<file path="config.mk">
export PLATFORM = sky130hd
export DESIGN_NAME = ws2812_stream_decoder
export DESIGN_NICKNAME = d
export VERILOG_FILES = /design/src/rtl/ws2812_stream_decoder.sv
export SDC_FILE = /design/constraint.sdc
export NUM_CORES = 1
export LEC_CHECK = 0
export ABC_AREA = 1
export ABC_CLOCK_PERIOD_IN_PS = 1500
export CORE_MARGIN = 5
export CORE_UTILIZATION = 44
export DETAILED_ROUTE_END_ITERATION = 8
export GPL_ROUTABILITY_DRIVEN = 0
export PLACE_DENSITY = 0.76
export SYNTH_ARGS = -nofsm -noshare
export SYNTH_HDL_FRONTEND = slang
export SYNTH_SLANG_ARGS = --single-unit
</file>
<file path="constraint.sdc">
create_clock -name clk -period 1.5 [get_ports clk]
set_input_delay 0.3 -clock clk [delete_from_list [all_inputs] [get_ports clk]]
set_output_delay 0.3 -clock clk [all_outputs]
set_load 0.02 [all_outputs]
</file>
<file path="src/rtl/ws2812_stream_decoder.sv">
`default_nettype none
// ============================================================================
// Module      : ws2812_stream_decoder
// Description : Recovers 24-bit {R,G,B} pixels and frame boundaries from a
//               WS2812-style single-wire LED data stream.
// Revision    : 1.0 - initial release
// ============================================================================
module ws2812_stream_decoder #(
    parameter int HIGH_MIN     = 5,
    parameter int HIGH_THRESH  = 28,
    parameter int HIGH_MAX     = 60,
    parameter int RESET_CYCLES = 2500,
    parameter int MAX_PIXELS   = 300
) (
    input  logic                                clk,
    input  logic                                rst_n,
    input  logic                                din,
    output logic [23:0]                         pixel_data,
    output logic                                pixel_valid,
    output logic [$clog2(MAX_PIXELS+1)-1:0]     pixel_index,
    output logic                                frame_done,
    output logic [$clog2(MAX_PIXELS+1)-1:0]     frame_len,
    output logic                                err_pulse,
    output logic [1:0]                          err_code
);

    localparam int HW = $clog2(HIGH_MAX + 1);
    localparam int LW = $clog2(RESET_CYCLES + 1);
    localparam int IW = $clog2(MAX_PIXELS + 1);

    localparam logic [HW-1:0] HMIN   = HW'(HIGH_MIN);
    localparam logic [HW-1:0] HTHR   = HW'(HIGH_THRESH);
    localparam logic [HW-1:0] HMAX   = HW'(HIGH_MAX);
    localparam logic [LW-1:0] LLATCH = LW'(RESET_CYCLES);
    localparam logic [IW-1:0] PMAX   = IW'(MAX_PIXELS);

    localparam logic [1:0] ERR_WIDTH   = 2'b01;
    localparam logic [1:0] ERR_PARTIAL = 2'b10;
    localparam logic [1:0] ERR_OVF     = 2'b11;

    typedef enum logic [1:0] {
        SYNC = 2'd0,
        IDLE = 2'd1,
        HIGH = 2'd2,
        LOW  = 2'd3
    } state_t;

    state_t        state;
    logic          din_m;
    logic          din_s;
    logic [HW-1:0] high_cnt;
    logic [LW-1:0] low_cnt;
    logic [4:0]    bit_cnt;
    logic [22:0]   shift;
    logic [IW-1:0] pix_cnt;
    logic          ovf_seen;

    logic          bit_val;
    logic [23:0]   new_shift;

    assign bit_val   = (high_cnt >= HTHR);
    assign new_shift = {shift, bit_val};

    always_ff @(posedge clk or negedge rst_n) begin
        if (!rst_n) begin
            din_m <= 1'b0;
            din_s <= 1'b0;
        end else begin
            din_m <= din;
            din_s <= din_m;
        end
    end

    always_ff @(posedge clk or negedge rst_n) begin
        if (!rst_n) begin
            state       <= SYNC;
            high_cnt    <= '0;
            low_cnt     <= '0;
            bit_cnt     <= '0;
            shift       <= '0;
            pix_cnt     <= '0;
            ovf_seen    <= 1'b0;
            pixel_data  <= '0;
            pixel_valid <= 1'b0;
            pixel_index <= '0;
            frame_done  <= 1'b0;
            frame_len   <= '0;
            err_pulse   <= 1'b0;
            err_code    <= 2'b00;
        end else begin
            pixel_valid <= 1'b0;
            frame_done  <= 1'b0;
            err_pulse   <= 1'b0;

            case (state)
                SYNC: begin
                    if (din_s) begin
                        low_cnt <= '0;
                    end else if (low_cnt == LLATCH) begin
                        low_cnt <= '0;
                        state   <= IDLE;
                    end else begin
                        low_cnt <= low_cnt + 1'b1;
                    end
                end

                IDLE: begin
                    // The count includes the cycle in which the rise is seen,
                    // so high_cnt equals the pulse width on falling.
                    if (din_s) begin
                        high_cnt <= HW'(1);
                        state    <= HIGH;
                    end
                end

                HIGH: begin
                    if (high_cnt == HMAX || (!din_s && high_cnt < HMIN)) begin
                        err_pulse <= 1'b1;
                        err_code  <= ERR_WIDTH;
                        bit_cnt   <= '0;
                        pix_cnt   <= '0;
                        ovf_seen  <= 1'b0;
                        low_cnt   <= '0;
                        state     <= SYNC;
                    end else if (!din_s) begin
                        shift   <= new_shift[22:0];
                        low_cnt <= '0;
                        state   <= LOW;
                        if (bit_cnt == 5'd23) begin
                            bit_cnt <= '0;
                            if (pix_cnt < PMAX) begin
                                // Wire order is G,R,B; output order is R,G,B.
                                pixel_data  <= {new_shift[15:8], new_shift[23:16], new_shift[7:0]};
                                pixel_valid <= 1'b1;
                                pixel_index <= pix_cnt;
                                pix_cnt     <= pix_cnt + 1'b1;
                            end else if (!ovf_seen) begin
                                ovf_seen  <= 1'b1;
                                err_pulse <= 1'b1;
                                err_code  <= ERR_OVF;
                            end
                        end else begin
                            bit_cnt <= bit_cnt + 1'b1;
                        end
                    end else begin
                        high_cnt <= high_cnt + 1'b1;
                    end
                end

                LOW: begin
                    if (low_cnt == LLATCH) begin
                        if (bit_cnt != 5'd0) begin
                            err_pulse <= 1'b1;
                            err_code  <= ERR_PARTIAL;
                        end
                        frame_done <= 1'b1;
                        frame_len  <= pix_cnt;
                        pix_cnt    <= '0;
                        bit_cnt    <= '0;
                        ovf_seen   <= 1'b0;
                        high_cnt   <= HW'(1);
                        state      <= din_s ? HIGH : IDLE;
                    end else if (din_s) begin
                        high_cnt <= HW'(1);
                        state    <= HIGH;
                    end else begin
                        low_cnt <= low_cnt + 1'b1;
                    end
                end

                default: state <= SYNC;
            endcase
        end
    end

endmodule
`default_nettype wire
</file>
==> results_dict.tcl, run 1 <==
set metrics [dict create \
    post-route-period-util 1.24 \
    top_level_ports 50 \
    clock-sinks 107 \
    n_antenna_cell 0 \
    cts_tree "done" \
    grt_pass1_vias 4991 \
    p_leak_uw 0.00413 \
    start_util 0.451 \
    hp-start "din_m$_DFF_PN0_" \
    antenna_found_initial 0 \
    fp.dieH_microns 119 \
    synth-edff-count 0 \
    overflow 0 \
    ir_drop_uv 628 \
    drv_cap 0 \
    insertion_delay_ps 370 \
    r2r_end "pixel_data[14]$_DFFE_PN0P_" \
    grt_max_degree 46 \
    rsz0062_at_grt "true" \
    total_power_uw 5760 \
    syn_nets 631 \
    rows 39 \
    dr.first_iter.drc_count 772 \
    die_x_microns 119 \
    path_max_fanout 9 \
    worst_pin_slew_ps 625 \
    dp_hpwl_microns 8440 \
    r2r_cells 11 \
    clk_pin_slew_ps 90 \
    violations "setup timing" \
    drt-wirelength-per-cell_microns 20.9 \
    post-synth-top-count-cell "nand2_1" \
    synth_top_area_share 0.516 \
    area_growth_pct 57.7 \
    synth_common_cells "nand2_1 (182), dfrtp_1 (107), inv_1 (74)" \
    setup_violations 104 \
    regToRegStartpoint "high_cnt[1]$_DFFE_PN0P_" \
    critPathMaxStageDelay_ps 370 \
    path_common_cell "inv_2" \
    hp-class "reg2reg" \
    vias_per_cell 5.79 \
    async_reset_ff_frac 1.00 \
    path_buf_inv 4 \
    path_class "reg2reg" \
    crit_slowest_cell "dfrtp_1" \
    dr.pass1.iters 8 \
    skew_ps 18.3 \
    n_fill_cell 711 \
    yosysSeqAreaShare 0.516 \
    synth_seq_cells 107 \
    r2r_slack_ps -360 \
    ys.flop_type "dfrtp_1" \
    die-area_sq_um 14100 \
    cp.arrival_ps 2140 \
    vias 5360 \
    min_to "din_s$_DFF_PN0_" \
    instances_no_fill 925 \
    drc_errors 0 \
    wl_microns 19300 \
    power_per_cell_area_nw_per_um2 703 \
    yosysTopAreaCell "dfrtp_1" \
    dp_cells 859 \
    period_needed_ps 1860 \
    required_ps 1780 \
    start_kind "flop" \
    grt_use_total 0.205 \
    htreeDepth 3 \
    max-slew-margin-rel 0.579 \
    ys_warn_count 0 \
    core-area_sq_um 11500 \
    drive_above_1_share 0.430 \
    final_util 0.711 \
    postSynthAreaPerCell_sq_um 8.37 \
    maxSlewViolCount 0 \
    ant_nets 0 \
    status "finished with violations" \
    cp-end-kind "flop" \
    worstHoldPathCells 0 \
    syn_inst 620 \
    path_delay_family "simple AND/OR/NAND/NOR gates" \
    cts_buffers 9 \
    portBuffers 49 \
    synth.top_cells.by_area "dfrtp_1 (52%), nand2_1 (13%), o21ai_0 (6.1%)" \
    grt_pass1_wl_microns 23800 \
    path_cells "inv_2 -> ha_4 -> inv_2 -> nand2_2 -> nand4_4 -> nand3_4 -> nor2_4 -> nand2_4 -> buf_12 -> buf_16 -> o21ai_2" \
    clock_path_buffers 2 \
    fin_nets 788 \
    netlist_area_sq_um 5190 \
    clock-root-buffer "clkbuf_16" \
    clock.fmax_mhz 538 \
    setup_ws_ps -358 \
    finalHoldViolCount 0 \
    ys_types 34 \
]
==> flip-flops by register name (all words and copies together) (netlist names), 5 cells and up <==
signal / flops
pixel_data: 24
shift: 23
low_cnt: 12
frame_len: 9
pix_cnt: 9
pixel_index: 9
high_cnt: 6
bit_cnt: 5
==> worst max path at each step <==
| stage | startpoint | endpoint | slack (ps) | cells after the start |
|---|---|---|---|---|
| after floorplan | low_cnt[0]$_DFFE_PN0P_ | pix_cnt[3]$_DFFE_PN0P_ | -80 | 12 |
| after global placement | low_cnt[1]$_DFFE_PN0P_ | low_cnt[4]$_DFFE_PN0P_ | -120 | 10 |
| after detailed placement | high_cnt[0]$_DFFE_PN0P_ | low_cnt[4]$_DFFE_PN0P_ | -140 | 11 |
| after CTS | low_cnt[0]$_DFFE_PN0P_ | ovf_seen$_DFFE_PN0P_ | -140 | 12 |
| after global routing | high_cnt[0]$_DFFE_PN0P_ | high_cnt[5]$_DFFE_PN0P_ | -400 | 13 |
| final | high_cnt[1]$_DFFE_PN0P_ | pixel_data[14]$_DFFE_PN0P_ | -360 | 11 |
==> what timing repair did <==
action / in CTS / in global routing
endpoints found under the setup margin: 138 / 105
endpoints found under the hold margin: 22 / 0
setup buffers: 21 / 9
pin swaps: 17 / 22
hold buffers: 1 / 0
resized for setup: 134 / 208
gates cloned: 10 / 11
==> per-layer routing <==
layer,track usage,part of all wire,vias up
met5,0,0,-
met4,0.106,0.058,0
met3,0.0420,0.074,117
met2,0.345,0.50,363
met1,0.249,0.37,2585
li1,-,-,2295
==> metrics by stage <==
stage          hold WS [ps]  setup TNS (ps)  area [sq um]  worst slack [ps]
2_1_floorplan          4.41           -1240          5240             -75.9
3_3_place_gp            239           -4240          6330              -120
3_5_place_dp            236           -7900          6330              -145
4_1_cts                 361           -7790          7220              -138
5_1_grt                 381          -28290          8180              -397
6_report                365          -21570          8180              -358
==> report_power, final <==
part           internal [uW]  total, uW  switching (uW)
Clock                   1360       2640            1270
Combinational           83.0        219             136
Sequential              2890       2900            8.47
==> cells by family (layout without fill, tap and decap cells) <==
logic type,Yosys count,count (layout),synth area share
compound gates,105,105,0.107
xor+xnor,10,10,0.0169
fa+ha+maj,8,8,0.0193
buf+inv,104,265,0.0921
flops,107,107,0.516
simple gates,286,287,0.249
==> cells in the final DEF (no fill, tap or decap), drive strengths merged, types with 2 or more instances in the layout <==
cell,count
clkbuf,18
ha,8
xor2,9
buf,110
nor2,36
nand2,192
inv,84
nor3b,2
dlygate4sd2,47
nor3,8
clkinv,3
nand4,9
a21oi,6
dfrtp,107
nand3,37
o21ai,96
or2,2
==> layout make-up <==
type	count	area, sq um	area share
Clock buffer	9	225	0.0275
Clock inverter	7	108	0.0131
Inverter	81	322	0.0393
Multi-Input combinational cell	410	2860	0.349
Sequential cell	107	2680	0.327
Tap cell	143	179	0.0219
Timing Repair Buffer	168	1820	0.222
(Power assumes the default switching activity.)
==> run 2: changes to the inputs <==
- CORE_MARGIN: 5 -> not set
==> run 2 against run 1 <==
  * The run still ends with setup timing left
  * First-iteration DRC count decreased by 53%
  * Register-to-register slack improved by 80 ps
  * Non-clock buffer count decreased by 19
  * Utilization decreased by 5.0 points
  * Sequential share of layout area increased by 2.7 points
  * Sequential cell count unchanged
  * Fmax increased by 4.4%
  * Sequential power about the same
  * Worst setup slack improved by 78 ps
  * Die area decreased by 13%
  * Combinational power decreased by 4%
  * Highest routed layer unchanged
==> results_dict.tcl, run 2 (synthesis gave the netlist of run 1 again) <==
set metrics [dict create \
    dp_hpwl_microns 8220 \
    clock-root-buffer "clkbuf_16" \
    finalHoldViolCount 0 \
    cp-end-kind "flop" \
    hp-class "reg2reg" \
    drive_above_1_share 0.338 \
    dr.pass1.iters 6 \
    status "finished with violations" \
    antenna_found_initial 0 \
    clock_path_buffers 2 \
    grt_max_degree 47 \
    die-area_sq_um 12200 \
    ant_nets 0 \
    largest_register_ffs 24 \
    fin_nets 770 \
    top_register "pixel_data" \
    cell_internal_pwr_uw 4270 \
    path_class "reg2reg" \
    cts_tree "done" \
    vias_per_cell 5.42 \
    clock-sinks 107 \
    sw_frac_of_total 0.225 \
    p_clk_frac 0.435 \
    start_kind "flop" \
    power_switching_uw 1240 \
    rows 39 \
    vias 4913 \
    cts_buffers 9 \
    setup_violations 101 \
    n_antenna_cell 0 \
    wl_microns 15200 \
    post-route-period-util 1.19 \
    grt_pass1_wl_microns 21600 \
    hold_slack_ps 352 \
    setup_ws_ps -280 \
    period_needed_ps 1780 \
    maxSlewViolCount 0 \
    area_growth_pct 45.8 \
    power_frac_seq 0.527 \
    rsz0062_at_grt "true" \
    clk_pin_slew_ps 70 \
    clock.fmax_mhz 562 \
    r2r_slack_ps -280 \
    p_leak_uw 0.00375 \
    htreeDepth 3 \
    worst_pin_slew_ps 417 \
    cp.arrival_ps 2020 \
    dp_cells 862 \
    overflow 0 \
    ir_drop_uv 488 \
    fp.dieH_microns 111 \
    grt_pass1_vias 4729 \
    drv_cap 0 \
    required_ps 1740 \
    power_per_cell_area_nw_per_um2 727 \
    violations "setup timing" \
    largestRegisters "pixel_data x24, shift x23, low_cnt x12" \
    dr.first_iter.drc_count 361 \
    mostFrequentLayoutCells "nand2_1 (126), dfrtp_1 (106), buf_4 (74)" \
    drt-wirelength-per-cell_microns 16.8 \
    grt_use_total 0.218 \
    instances_no_fill 906 \
    drc_errors 0 \
    start_util 0.453 \
    portBuffers 49 \
    top_level_ports 50 \
    skew_ps 8.43 \
    max-slew-margin-rel 0.722 \
    path_max_fanout 10 \
    core-area_sq_um 11500 \
    insertion_delay_ps 350 \
    die_x_microns 111 \
    comb_power_share 0.038 \
    final_common_cell "nand2_1" \
]
[run 2: area by class of cell]
class | instances | area, sq um
clock buffers | 10 | 229
clock inverters | 5 | 62.6
fillers | 783 | 3900
inverters | 81 | 317
multi-input cells | 411 | 2610
flip-flops and latches | 107 | 2680
well taps | 143 | 179
repair buffers | 149 | 1500
[run 2: repair_timing]
action,in CTS,in global routing
hold endpoints to repair,23,0
cloned,5,9
pin swaps,20,12
endpoints found under the setup margin,148,105
hold buffers,1,0
resized for setup,140,91
buffers inserted,11,4
[run 2: per-layer routing]
metal | up-vias | wire length, microns | global-route usage
li1 | 2256 | - | -
met1 | 2401 | 5990 | 0.254
met2 | 193 | 7900 | 0.396
met3 | 63 | 722 | 0.0296
met4 | 0 | 619 | 0.102
met5 | - | 0 | 0
[run 2: power by group through the flow]
stage | sequential, uW | clock, uW | combinational, uW
finish | 2900 | 2390 | 211
global route | 2900 | 2550 | 235
CTS | 2900 | 2410 | 198
global placement | 2960 | 0 | 172
detailed placement | 2960 | 0 | 178
floorplan | 2960 | 0 | 50.6
[run 2: path summary, 6_finish.rpt]
| check | cells after the start | to | from |
|---|---|---|---|
| max | 12 | pixel_data[1]$_DFFE_PN0P_ | high_cnt[0]$_DFFE_PN0P_ |
| min | 0 | din_s$_DFF_PN0_ | din_m$_DFF_PN0_ |
| max reg2reg | 12 | pixel_data[1]$_DFFE_PN0P_ | high_cnt[0]$_DFFE_PN0P_ |
| min reg2reg | 0 | din_s$_DFF_PN0_ | din_m$_DFF_PN0_ |
| max in group asynchronous | 3 | frame_len[4]$_DFFE_PN0P_ | rst_n |
| min in group asynchronous | 2 | pixel_data[9]$_DFFE_PN0P_ | rst_n |
[run 2: stage by stage]
step | TNS [ps] | util | power [uW] | setup WS (ps) | area [sq um]
after global placement | -3560 | 0.556 | 3130 | -92.2 | 6380
final | -17000 | 0.660 | 5510 | -280 | 7570
after floorplan | -1240 | - | 3010 | -75.9 | 5240
after detailed placement | -8560 | 0.556 | 3130 | -175 | 6380
after CTS | -9480 | 0.611 | 5510 | -165 | 7010
after global routing | -25330 | 0.660 | 5680 | -371 | 7570
[run 2: worst max-delay path: stages, from the launching register on]
cell and delay [ps]:
dfrtp_1 380, inv_2 70, ha_4 160, inv_4 50, nand2_4 50, nand4_4 80
nand3_4 120, nor2_4 170, buf_12 140, nand2_8 110, clkbuf_16 200, nand2_1 60
o21ai_1 60
==> run 3: changes to the inputs <==
- ABC_CLOCK_PERIOD_IN_PS: 1500 -> 2300
- PLACE_DENSITY: 0.76 -> 0.75
- SKIP_LAST_GASP: not set -> 1
- clock period: 1.5 -> 2.3 ns (I/O delays scaled with it)
==> run 3 against run 2 <==
  * Non-clock buffer count shrank 92
  * Hold slack lost 350 ps
  * Final cell count shrank 10%
  * Via count shrank 16%
  * The flow now finishes without violations
  * Critical path type unchanged
  * Critical path depth shrank 4
  * Wire length shrank 29%
  * Clock-buffer cell count shrank 1
  * Utilization shrank 13 points
  * Sequential cell count is the same
  * Sequential power shrank 35%
  * Critical endpoint is now pixel_index[3]$_DFFE_PN0P_
  * Fmax shrank 17%
==> results_dict.tcl, run 3 (synthesis gave the netlist of run 1 again) <==
set metrics [dict create \
    path_common_cell "nor2_4" \
    power_per_cell_area_nw_per_um2 605 \
    die-area_sq_um 12200 \
    cp.arrival_ps 2390 \
    path_class "reg2reg" \
    antenna_found_initial 0 \
    clock-sinks 107 \
    core-area_sq_um 11500 \
    dr.first_iter.drc_count 368 \
    final_util 0.532 \
    critPathMaxStageDelay_ps 640 \
    cp-end-kind "flop" \
    sw_frac_of_total 0.220 \
    setup_ws_ps 145 \
    overflow 0 \
    post-route-period-util 0.937 \
    dpl_worst_slack_ps 188 \
    status "finished, final reports clean" \
    clock_path_buffers 2 \
    required_ps 2530 \
    rows 39 \
    fp.dieH_microns 111 \
    ir_drop_uv 465 \
    p_clk_frac 0.466 \
    area_growth_pct 17.6 \
    drc_errors 0 \
    portBuffers 49 \
    path_cells "inv_2 -> nor2_4 -> nand3_4 -> nor2_4 -> nand2_4 -> buf_12 -> nand2_1 -> o21ai_0" \
    vias_per_cell 5.07 \
    drv_cap 0 \
    p_leak_uw 0.00288 \
    r2r_slack_ps 150 \
    start_kind "flop" \
    die_x_microns 111 \
    grt_pass1_vias 3988 \
    ant_nets 0 \
    htreeDepth 3 \
    insertion_delay_ps 350 \
    hp-class "in2async" \
    post_cts_resized 0 \
    path_buf_inv 2 \
    vias 4119 \
    cell_internal_pwr_uw 2880 \
    clock.fmax_mhz 464 \
    postCtsSetupBuffers 0 \
    n_antenna_cell 0 \
    wl_microns 10800 \
    n_fill_cell 1021 \
    comb_power_share 0.022 \
    period_needed_ps 2150 \
    grt_pass1_wl_microns 18600 \
    clock-root-buffer "clkbuf_16" \
    skew_ps 8.71 \
    power_frac_seq 0.512 \
    fin_nets 676 \
    drt-wirelength-per-cell_microns 13.3 \
    cts_buffers 9 \
    rsz0062_at_grt "false" \
    grt_use_total 0.186 \
    setup_violations 0 \
    top_register "pixel_data" \
    dp_hpwl_microns 7610 \
    path_max_fanout 36 \
    start_util 0.453 \
    top_level_ports 50 \
    grt_max_degree 47 \
    placedInstanceArea_sq_um 5770 \
    final_common_cell "nand2_1" \
    finalHoldViolCount 0 \
    largest_register_ffs 24 \
    max-slew-margin-rel 0.538 \
    mostFrequentLayoutCells "nand2_1 (182), dfrtp_1 (107), inv_1 (74)" \
    worst_pin_slew_ps 692 \
    power_switching_uw 813 \
    clk_pin_slew_ps 70 \
    path_delay_family "simple AND/OR/NAND/NOR gates" \
    maxSlewViolCount 0 \
    largestRegisters "pixel_data x24, shift x23, low_cnt x12" \
    hold_slack_ps 3.50 \
    hold_buffers 0 \
    drive_above_1_share 0.0896 \
    setup_tns_ps 0 \
    final_area_sq_um 6100 \
    dr.pass1.iters 4 \
    cts_tree "done" \
    crit_slowest_cell "dfrtp_1" \
]
==> run 3: cell types whose count changed in the layout (fill, tap and decap cells not counted), moves of 30 or more <==
cell             delta
buf_4              -67
nand2_2            -30
dlygate4sd2_1      -47
clkdlybuf4s50_1    +47
nand2_1            +56
o21ai_0            +38
==> run 3: metal layers <==
| layer | vias up | GRT usage | share of wire |
|---|---|---|---|
| met2 | 82 | 0.311 | 0.50 |
| met5 | - | 0 | 0 |
| met4 | 0 | 0.0578 | 0.015 |
| met3 | 14 | 0.0373 | 0.031 |
| li1 | 2060 | - | - |
| met1 | 1963 | 0.243 | 0.45 |
==> run 3: through the flow <==
| step | cells | total power [uW] |
|---|---|---|
| floorplan | 620 | 1960 |
| global placement | 797 | 2010 |
| detailed placement | 797 | 2010 |
| CTS | 813 | 3730 |
| global route | 813 | 3820 |
| finish | 813 | 3690 |
==> run 3: cell type report <==
cell class	instances	area (sq um)	share of cell area
Tap cell	143	179	0.0293
Timing Repair Buffer	57	573	0.0939
Sequential cell	107	2680	0.439
Clock buffer	9	225	0.0369
Multi-Input combinational cell	409	2040	0.334
Clock inverter	7	109	0.0178
Inverter	81	304	0.0498
==> run 3: worst reg2reg max path, delay by kind of cell (launching register included) <==
| family | cells | cell delay [ps] |
|---|---|---|
| buffers and inverters | 2 | 470 |
| DFF | 1 | 640 |
| and+or+nand+nor | 5 | 830 |
| AOI/OAI and AO/OA | 1 | 80 |
==> run 3: path summary, 6_finish.rpt <==
kind / start / endpoint / cells past startpoint
max in group asynchronous: rst_n / pix_cnt[1]$_DFFE_PN0P_ / 2
max reg2reg: state[1]$_DFFE_PN0P_ / pixel_index[3]$_DFFE_PN0P_ / 8
max: state[1]$_DFFE_PN0P_ / pixel_index[3]$_DFFE_PN0P_ / 8
min in group clk: din_m$_DFF_PN0_ / din_s$_DFF_PN0_ / 0
min reg2reg: din_m$_DFF_PN0_ / din_s$_DFF_PN0_ / 0
min: rst_n / frame_len[6]$_DFFE_PN0P_ / 1
==> run 3: power groups by stage <==
| stage | clock, uW | combinational (uW) | sequential [uW] |
|---|---|---|---|
| after global routing | 1830 | 95.0 | 1890 |
| after detailed placement | 0 | 84.7 | 1930 |
| final | 1720 | 81.6 | 1890 |
| after CTS | 1760 | 84.7 | 1890 |
| after global placement | 0 | 82.3 | 1930 |
| after floorplan | 0 | 28.5 | 1930 |
